[config.mk]
export PLATFORM = sky130hd
export DESIGN_NAME = uart_rx_ram_flat
export DESIGN_NICKNAME = d
export VERILOG_FILES = /design/src/rtl/uart_rx_ram_if.sv /design/src/rtl/uart_rx_ram.sv /design/src/flat_wrapper.sv
export SDC_FILE = /design/constraint.sdc
export NUM_CORES = 2
export LEC_CHECK = 0
export ABC_AREA = 1
export CAP_MARGIN = 30
export CELL_PAD_IN_SITES_DETAIL_PLACEMENT = 1
export CELL_PAD_IN_SITES_GLOBAL_PLACEMENT = 2
export CORE_MARGIN = 8
export CORE_UTILIZATION = 30
export DETAILED_ROUTE_END_ITERATION = 16
export DONT_BUFFER_PORTS = 1
export GPL_TIMING_DRIVEN = 0
export PLACE_DENSITY = 0.58
export SLEW_MARGIN = 20
export SYNTH_ARGS = -nofsm -noshare
export SYNTH_HDL_FRONTEND = slang
export SYNTH_SLANG_ARGS = --single-unit
export TNS_END_PERCENT = 30
[constraint.sdc]
create_clock -name clk -period 17.3 [get_ports clk]
set_input_delay 3.46 -clock clk [delete_from_list [all_inputs] [get_ports clk]]
set_output_delay 3.46 -clock clk [all_outputs]
set_load 0.02 [all_outputs]
[src/rtl/uart_rx_ram_if.sv]
// uart_rx_ram_if
// Groups the receive-status and RAM read signals of uart_rx_ram into one
// bundle.
//   rx_dv    : one-clock pulse, a valid byte was received
//   rx_byte  : last valid received byte
//   wr_addr  : next RAM write address (count of stored bytes, wrapping)
//   rd_addr  : RAM read address, driven by the consumer
//   rd_data  : registered RAM read data (one clock after rd_addr)
// Modports: slave = the receiver/RAM block, master = the consumer of the data.
interface uart_rx_ram_if #(
    parameter int ADDR_WIDTH = 9
);
    logic                  rx_dv;
    logic [7:0]            rx_byte;
    logic [ADDR_WIDTH-1:0] wr_addr;
    logic [ADDR_WIDTH-1:0] rd_addr;
    logic [7:0]            rd_data;

    modport slave (
        output rx_dv,
        output rx_byte,
        output wr_addr,
        output rd_data,
        input  rd_addr
    );

    modport master (
        input  rx_dv,
        input  rx_byte,
        input  wr_addr,
        input  rd_data,
        output rd_addr
    );
endinterface

[src/rtl/uart_rx_ram.sv]
// uart_rx_ram
// 8N1 UART receiver (LSB first, idle high) whose valid bytes are written in
// arrival order into a 2^ADDR_WIDTH x 8 circular RAM with a separate
// registered read port.
// Parameters:
//   CLKS_PER_BIT : clocks per UART bit period (>= 4)
//   ADDR_WIDTH   : RAM address width
// Ports:
//   clk       : clock, rising edge
//   rst_n     : asynchronous active-low reset
//   rx_serial : UART line (asynchronous to clk)
//   bus       : slave side of uart_rx_ram_if (rx_dv, rx_byte, wr_addr,
//               rd_addr, rd_data)
module uart_rx_ram #(
    parameter int CLKS_PER_BIT = 87,
    parameter int ADDR_WIDTH   = 9
) (
    input  logic          clk,
    input  logic          rst_n,
    input  logic          rx_serial,
    uart_rx_ram_if.slave  bus
);
    localparam int DEPTH = 1 << ADDR_WIDTH;
    localparam int CNT_W = $clog2(CLKS_PER_BIT);

    // The start bit is re-checked near its middle so that all data samples
    // then land mid-bit, one full bit period apart.
    localparam logic [CNT_W-1:0] START_LAST = CNT_W'((CLKS_PER_BIT - 1) / 2 - 1);
    localparam logic [CNT_W-1:0] BIT_LAST   = CNT_W'(CLKS_PER_BIT - 1);

    typedef enum logic [2:0] {
        IDLE,
        START,
        DATA,
        STOP,
        CLEANUP
    } state_t;

    // ------------------------------------------------------------------
    // Two-flop synchronizer; resets to the idle (high) line level so a
    // reset release never looks like a falling edge.
    // ------------------------------------------------------------------
    logic sync_meta_reg;
    logic rx_sync_reg;

    always_ff @(posedge clk or negedge rst_n) begin
        if (!rst_n) begin
            sync_meta_reg <= 1'b1;
            rx_sync_reg   <= 1'b1;
        end else begin
            sync_meta_reg <= rx_serial;
            rx_sync_reg   <= sync_meta_reg;
        end
    end

    // ------------------------------------------------------------------
    // Receiver FSM
    // ------------------------------------------------------------------
    state_t           state_reg,   state_next;
    logic [CNT_W-1:0] clk_cnt_reg, clk_cnt_next;
    logic [2:0]       bit_idx_reg, bit_idx_next;
    logic [7:0]       shift_reg,   shift_next;
    logic             rx_dv_reg,   rx_dv_next;
    logic [7:0]       rx_byte_reg, rx_byte_next;

    always_ff @(posedge clk or negedge rst_n) begin
        if (!rst_n) begin
            state_reg   <= IDLE;
            clk_cnt_reg <= '0;
            bit_idx_reg <= '0;
            shift_reg   <= '0;
            rx_dv_reg   <= 1'b0;
            rx_byte_reg <= '0;
        end else begin
            state_reg   <= state_next;
            clk_cnt_reg <= clk_cnt_next;
            bit_idx_reg <= bit_idx_next;
            shift_reg   <= shift_next;
            rx_dv_reg   <= rx_dv_next;
            rx_byte_reg <= rx_byte_next;
        end
    end

    always_comb begin
        state_next   = state_reg;
        clk_cnt_next = clk_cnt_reg;
        bit_idx_next = bit_idx_reg;
        shift_next   = shift_reg;
        rx_dv_next   = 1'b0;
        rx_byte_next = rx_byte_reg;

        case (state_reg)
            IDLE: begin
                clk_cnt_next = '0;
                bit_idx_next = '0;
                if (!rx_sync_reg) begin
                    state_next = START;
                end
            end

            START: begin
                if (clk_cnt_reg == START_LAST) begin
                    clk_cnt_next = '0;
                    // Line back high by mid start bit: treat as a glitch.
                    state_next   = rx_sync_reg ? IDLE : DATA;
                end else begin
                    clk_cnt_next = clk_cnt_reg + 1'b1;
                end
            end

            DATA: begin
                if (clk_cnt_reg == BIT_LAST) begin
                    clk_cnt_next             = '0;
                    shift_next[bit_idx_reg]  = rx_sync_reg;
                    bit_idx_next             = bit_idx_reg + 1'b1;
                    if (bit_idx_reg == 3'd7) begin
                        state_next = STOP;
                    end
                end else begin
                    clk_cnt_next = clk_cnt_reg + 1'b1;
                end
            end

            STOP: begin
                if (clk_cnt_reg == BIT_LAST) begin
                    clk_cnt_next = '0;
                    state_next   = CLEANUP;
                    // A low stop bit is a framing error: the byte is dropped.
                    if (rx_sync_reg) begin
                        rx_dv_next   = 1'b1;
                        rx_byte_next = shift_reg;
                    end
                end else begin
                    clk_cnt_next = clk_cnt_reg + 1'b1;
                end
            end

            CLEANUP: begin
                clk_cnt_next = '0;
                state_next   = IDLE;
            end

            default: begin
                state_next = IDLE;
            end
        endcase
    end

    // ------------------------------------------------------------------
    // Circular RAM. Contents are deliberately not reset; only the write
    // pointer and the read register are.
    // ------------------------------------------------------------------
    logic [7:0]            mem [DEPTH];
    logic [ADDR_WIDTH-1:0] wr_addr_reg;
    logic [7:0]            rd_data_reg;

    always_ff @(posedge clk) begin
        if (rx_dv_reg) begin
            mem[wr_addr_reg] <= rx_byte_reg;
        end
    end

    always_ff @(posedge clk or negedge rst_n) begin
        if (!rst_n) begin
            wr_addr_reg <= '0;
        end else if (rx_dv_reg) begin
            wr_addr_reg <= wr_addr_reg + 1'b1;
        end
    end

    // Read-before-write: a read at the address written on the same edge
    // returns the previous contents.
    always_ff @(posedge clk or negedge rst_n) begin
        if (!rst_n) begin
            rd_data_reg <= '0;
        end else begin
            rd_data_reg <= mem[bus.rd_addr];
        end
    end

    assign bus.rx_dv   = rx_dv_reg;
    assign bus.rx_byte = rx_byte_reg;
    assign bus.wr_addr = wr_addr_reg;
    assign bus.rd_data = rd_data_reg;

endmodule

[src/flat_wrapper.sv]
// flat-port wrapper written by rule: the top's interface ports become plain ports
module uart_rx_ram_flat 
#(
    parameter int CLKS_PER_BIT = 87,
    parameter int ADDR_WIDTH   = 9
)
  (clk, rst_n, rx_serial, bus_rx_dv, bus_rx_byte, bus_wr_addr, bus_rd_data, bus_rd_addr);
  uart_rx_ram_if #(.ADDR_WIDTH(ADDR_WIDTH)) bus_i ();
  input  logic clk;
  input  logic rst_n;
  input  logic rx_serial;
  output wire logic [$bits(bus_i.rx_dv)-1:0] bus_rx_dv;
  output wire logic [$bits(bus_i.rx_byte)-1:0] bus_rx_byte;
  output wire logic [$bits(bus_i.wr_addr)-1:0] bus_wr_addr;
  output wire logic [$bits(bus_i.rd_data)-1:0] bus_rd_data;
  input wire logic [$bits(bus_i.rd_addr)-1:0] bus_rd_addr;
  assign bus_rx_dv = bus_i.rx_dv;
  assign bus_rx_byte = bus_i.rx_byte;
  assign bus_wr_addr = bus_i.wr_addr;
  assign bus_rd_data = bus_i.rd_data;
  assign bus_i.rd_addr = bus_rd_addr;
  uart_rx_ram #(.CLKS_PER_BIT(CLKS_PER_BIT), .ADDR_WIDTH(ADDR_WIDTH)) u_core (.clk(clk), .rst_n(rst_n), .rx_serial(rx_serial), .bus(bus_i));
endmodule
==> flow_summary.ini <==
[global_routing]
antenna_found_initial = 130
grt_pass1_vias = 119600
grt_max_degree = 69
overflow = 0
grt_usage_pct = 31.69
grt_pass1_wl_microns = 1223000

[power_and_ir_drop]
leakagePower_nw = 67.57
ir_drop_uv = 90.06
power_density_mw_per_mm2 = 113.9

[critical_path]
arrival_ns = 8.32
slowest_delay_ns = 0.60
cp.depth = 13
worstPathMaxFanout = 10
critPathCaptureType = flip-flop
crit_required_ns = 18.05
cpMostUsedCell = nand3_1
rrSetupSlack_ns = 12.75
rr_endpoint = u_core.mem[191][4]
cp-start-kind = input port
reg2reg_depth = 10
crit_chain = buf_2 > inv_2 > buf_2 > clkbuf_2 > buf_16 > nand3_1 > nand3_1 > nand3_1 > nand3_1 > nand3_1 > nand3_1 > nand3_1 > nand2_1
path_buf_inv = 5
crit_family = simple AND/OR/NAND/NOR gates
cpMaxStageDelayCell = buf_2
critical_path_class = input port to flip-flop
r2r-start = u_core.bus.rx_dv

[cts]
post_cts_buffers = 0
htreeDepth = 5
clockBufferDepth = 4
path_clk_slew_ns = 0.06
cts_tree = done
cts_hold_buf = 0
cts_resized = 0
clock_tree.root_cell = clkbuf_16
clkSinkCount = 4145
worstSkewPairLatency_ns = 1.08
cts_made_buffers = 473

[worst_hold_path]
worstHoldStart = u_core.sync_meta_reg
min_path_cells = 0
hp-class = flip-flop to flip-flop
min_to = u_core.rx_sync_reg

[route]
vias = 129500
routed_via_density = 5.655
wl_per_cell_microns = 41.84
wl_microns = 957700
drtIter0Drc = 20420
drt_pre_antenna_iters = 6
ant_nets = 0
route.detailed.drc = 0

[timing]
grt_setup_unrepaired = no
period_share_pct = 43.77
finalHoldViolations = 0
max_freq_mhz = 132.1
worst_slew_pin_slew_ns = 1.134
final.setup_skew_ns = 0.07954
slew_headroom_pct = 24.38
finalSetupViolCount = 0
drv_slew = 0
fin_crit_ns = 7.573

[logic_synthesis]
avgSynthCellArea_sq_um = 11.95
synth_nets = 14100
synth-seq-cells = 4145
syn_inst = 14080
seq_area_frac_synth_pct = 73.80
synth_cell_type_count = 31
synthFlopType = edfxtp_1
synth-edff-count = 4096
netlist_area_sq_mm = 0.1683
synthArstFlopShare_pct = 1.182
ys_warn_count = 0

[finish]
area_growth_pct = 18.59
final_cells = 22890
utilization_pct = 35.66
layout-drive-gt1-share_pct = 13.70
nets = 14970
largest_register_ffs = 4096

[place]
dpl.hpwl_microns = 715700
place_congestion = 0.9575
placed_cells = 21910
port_buffers = 0

[floorplan]
die_h_microns = 765.0
start_util_pct = 30.07
coreArea_sq_mm = 0.5598
die_w_microns = 765.0
io_pins = 38
rows = 275
dieArea_sq_mm = 0.5853

[run]
drv_cap = 0

[outcome]
status = completed
==> routing by layer <==
metal | wire, microns | vias up | global-route usage [%] | share of wire, %
met3 | 94770 | 1659 | 7.202 | 9.9
met1 | 388000 | 68280 | 42.72 | 41
met4 | 64290 | 28 | 17.67 | 6.7
li1 | - | 52030 | - | -
met5 | 207 | - | 0 | 0.022
met2 | 410400 | 7462 | 47.14 | 43
==> cell type report <==
type	instances	area [sq um]
Multi-Input combinational cell	8896	39280
Sequential cell	4145	124300
Timing Repair Buffer	391	6225
Fill cell	59830	360200
Antenna cell	63	157.7
Tap cell	7479	9358
Inverter	57	219.0
Clock buffer	622	12580
Buffer	985	5350
Clock inverter	254	2186
==> cells by family after synthesis <==
logic type	share of synthesized area [%]
and+or+nand+nor	22.83
AOI/OAI and AO/OA	0.07805
xor gates and xnor gates	0.03642
adders and majority gates	0.05947
DFF	73.80
buffers and inverters	3.196
==> layout by cell type, fill, tap and decap left out, types with 3 or more instances in the layout <==
cell       count
clkbuf_16    479
ha_1           8
clkbuf_4       7
buf_6         86
o21ai_0       15
nor3_1         8
clkinv_2      99
nor3_2         5
dfrtp_4        8
buf_8         31
nor2_1       331
clkinv_16      5
buf_1         44
buf_16       101
clkbuf_8       6
diode_2       63
inv_1         50
clkinv_1     102
clkbuf_1     234
nand2_1     4210
nor2_2       200
xor2_1         7
nor4_2         3
nand3_1     4091
inv_6          7
buf_2        613
a21oi_1        4
buf_12        68
edfxtp_1    4096
nor2_4         4
inv_2          4
inv_16         6
clkbuf_2      48
dfrtp_1       39
buf_4        281
bufinv_16     31
==> stage by stage <==
stage / hold slack, ns / setup TNS [ns] / setup slack [ns] / cell area, sq um / total power, mW
4_1_cts: 0.3582 / 0 / 10.15 / 199100 / 22.70
3_3_place_gp: 0.3475 / -4849.16 / -2.434 / 177700 / 12.85
5_1_grt: 0.3629 / 0 / 9.930 / 199500 / 23.10
6_report: 0.3557 / 0 / 9.727 / 199600 / 22.73
3_5_place_dp: 0.3492 / 0 / 9.003 / 184300 / 12.90
2_1_floorplan: 0.3452 / 0 / 7.657 / 168300 / 11.84
==> worst max-delay path by stage <==
stage,start,endpoint,slack [ns]
2_1_floorplan,u_core.bus.rx_byte[0],bus_rx_byte[0],7.66
3_3_place_gp,u_core.bus.rx_byte[3],u_core.mem[368][3],-2.43
3_5_place_dp,bus_rd_addr[2],u_core.bus.rd_data[0],9.00
4_1_cts,bus_rd_addr[2],u_core.bus.rd_data[0],10.15
5_1_grt,bus_rd_addr[3],u_core.bus.rd_data[0],9.93
6_report,bus_rd_addr[2],u_core.bus.rd_data[0],9.73
==> cell usage after synthesis, drive strengths merged, types with 2 or more instances <==
master,n,area (sq um)
nand2,4211,15810
edfxtp,4096,123000
nand3,4091,20470
buf,833,4591
nor2,535,2008
clkbuf,152,570.6
inv,56,215.2
dfrtp,47,1176
o21ai,15,75.07
nor3,13,70.07
ha,8,100.1
xor2,7,61.31
a21oi,4,20.02
nor4,4,31.28
dfstp,2,52.55
nand3b,2,15.01
nand4,2,12.51
==> report_power, final <==
group,total [mW],internal [mW],switching (mW)
registers,10.9,10.9,0.0105
logic,1.88,0.370,1.51
clock network,9.97,5.56,4.42
total,22.7,16.8,5.94
==> worst register-to-register path, cell delays in order (launching register included) <==
cell and delay [ns]:
dfrtp_1 0.55, buf_2 0.27, nand2_1 0.24, nor2_1 0.24
clkinv_1 0.88, nor2_1 0.61, inv_1 0.30, nor4_2 0.52
buf_4 0.31, buf_6 0.17, buf_4 0.17
Power figures use the tool's default switching activity.
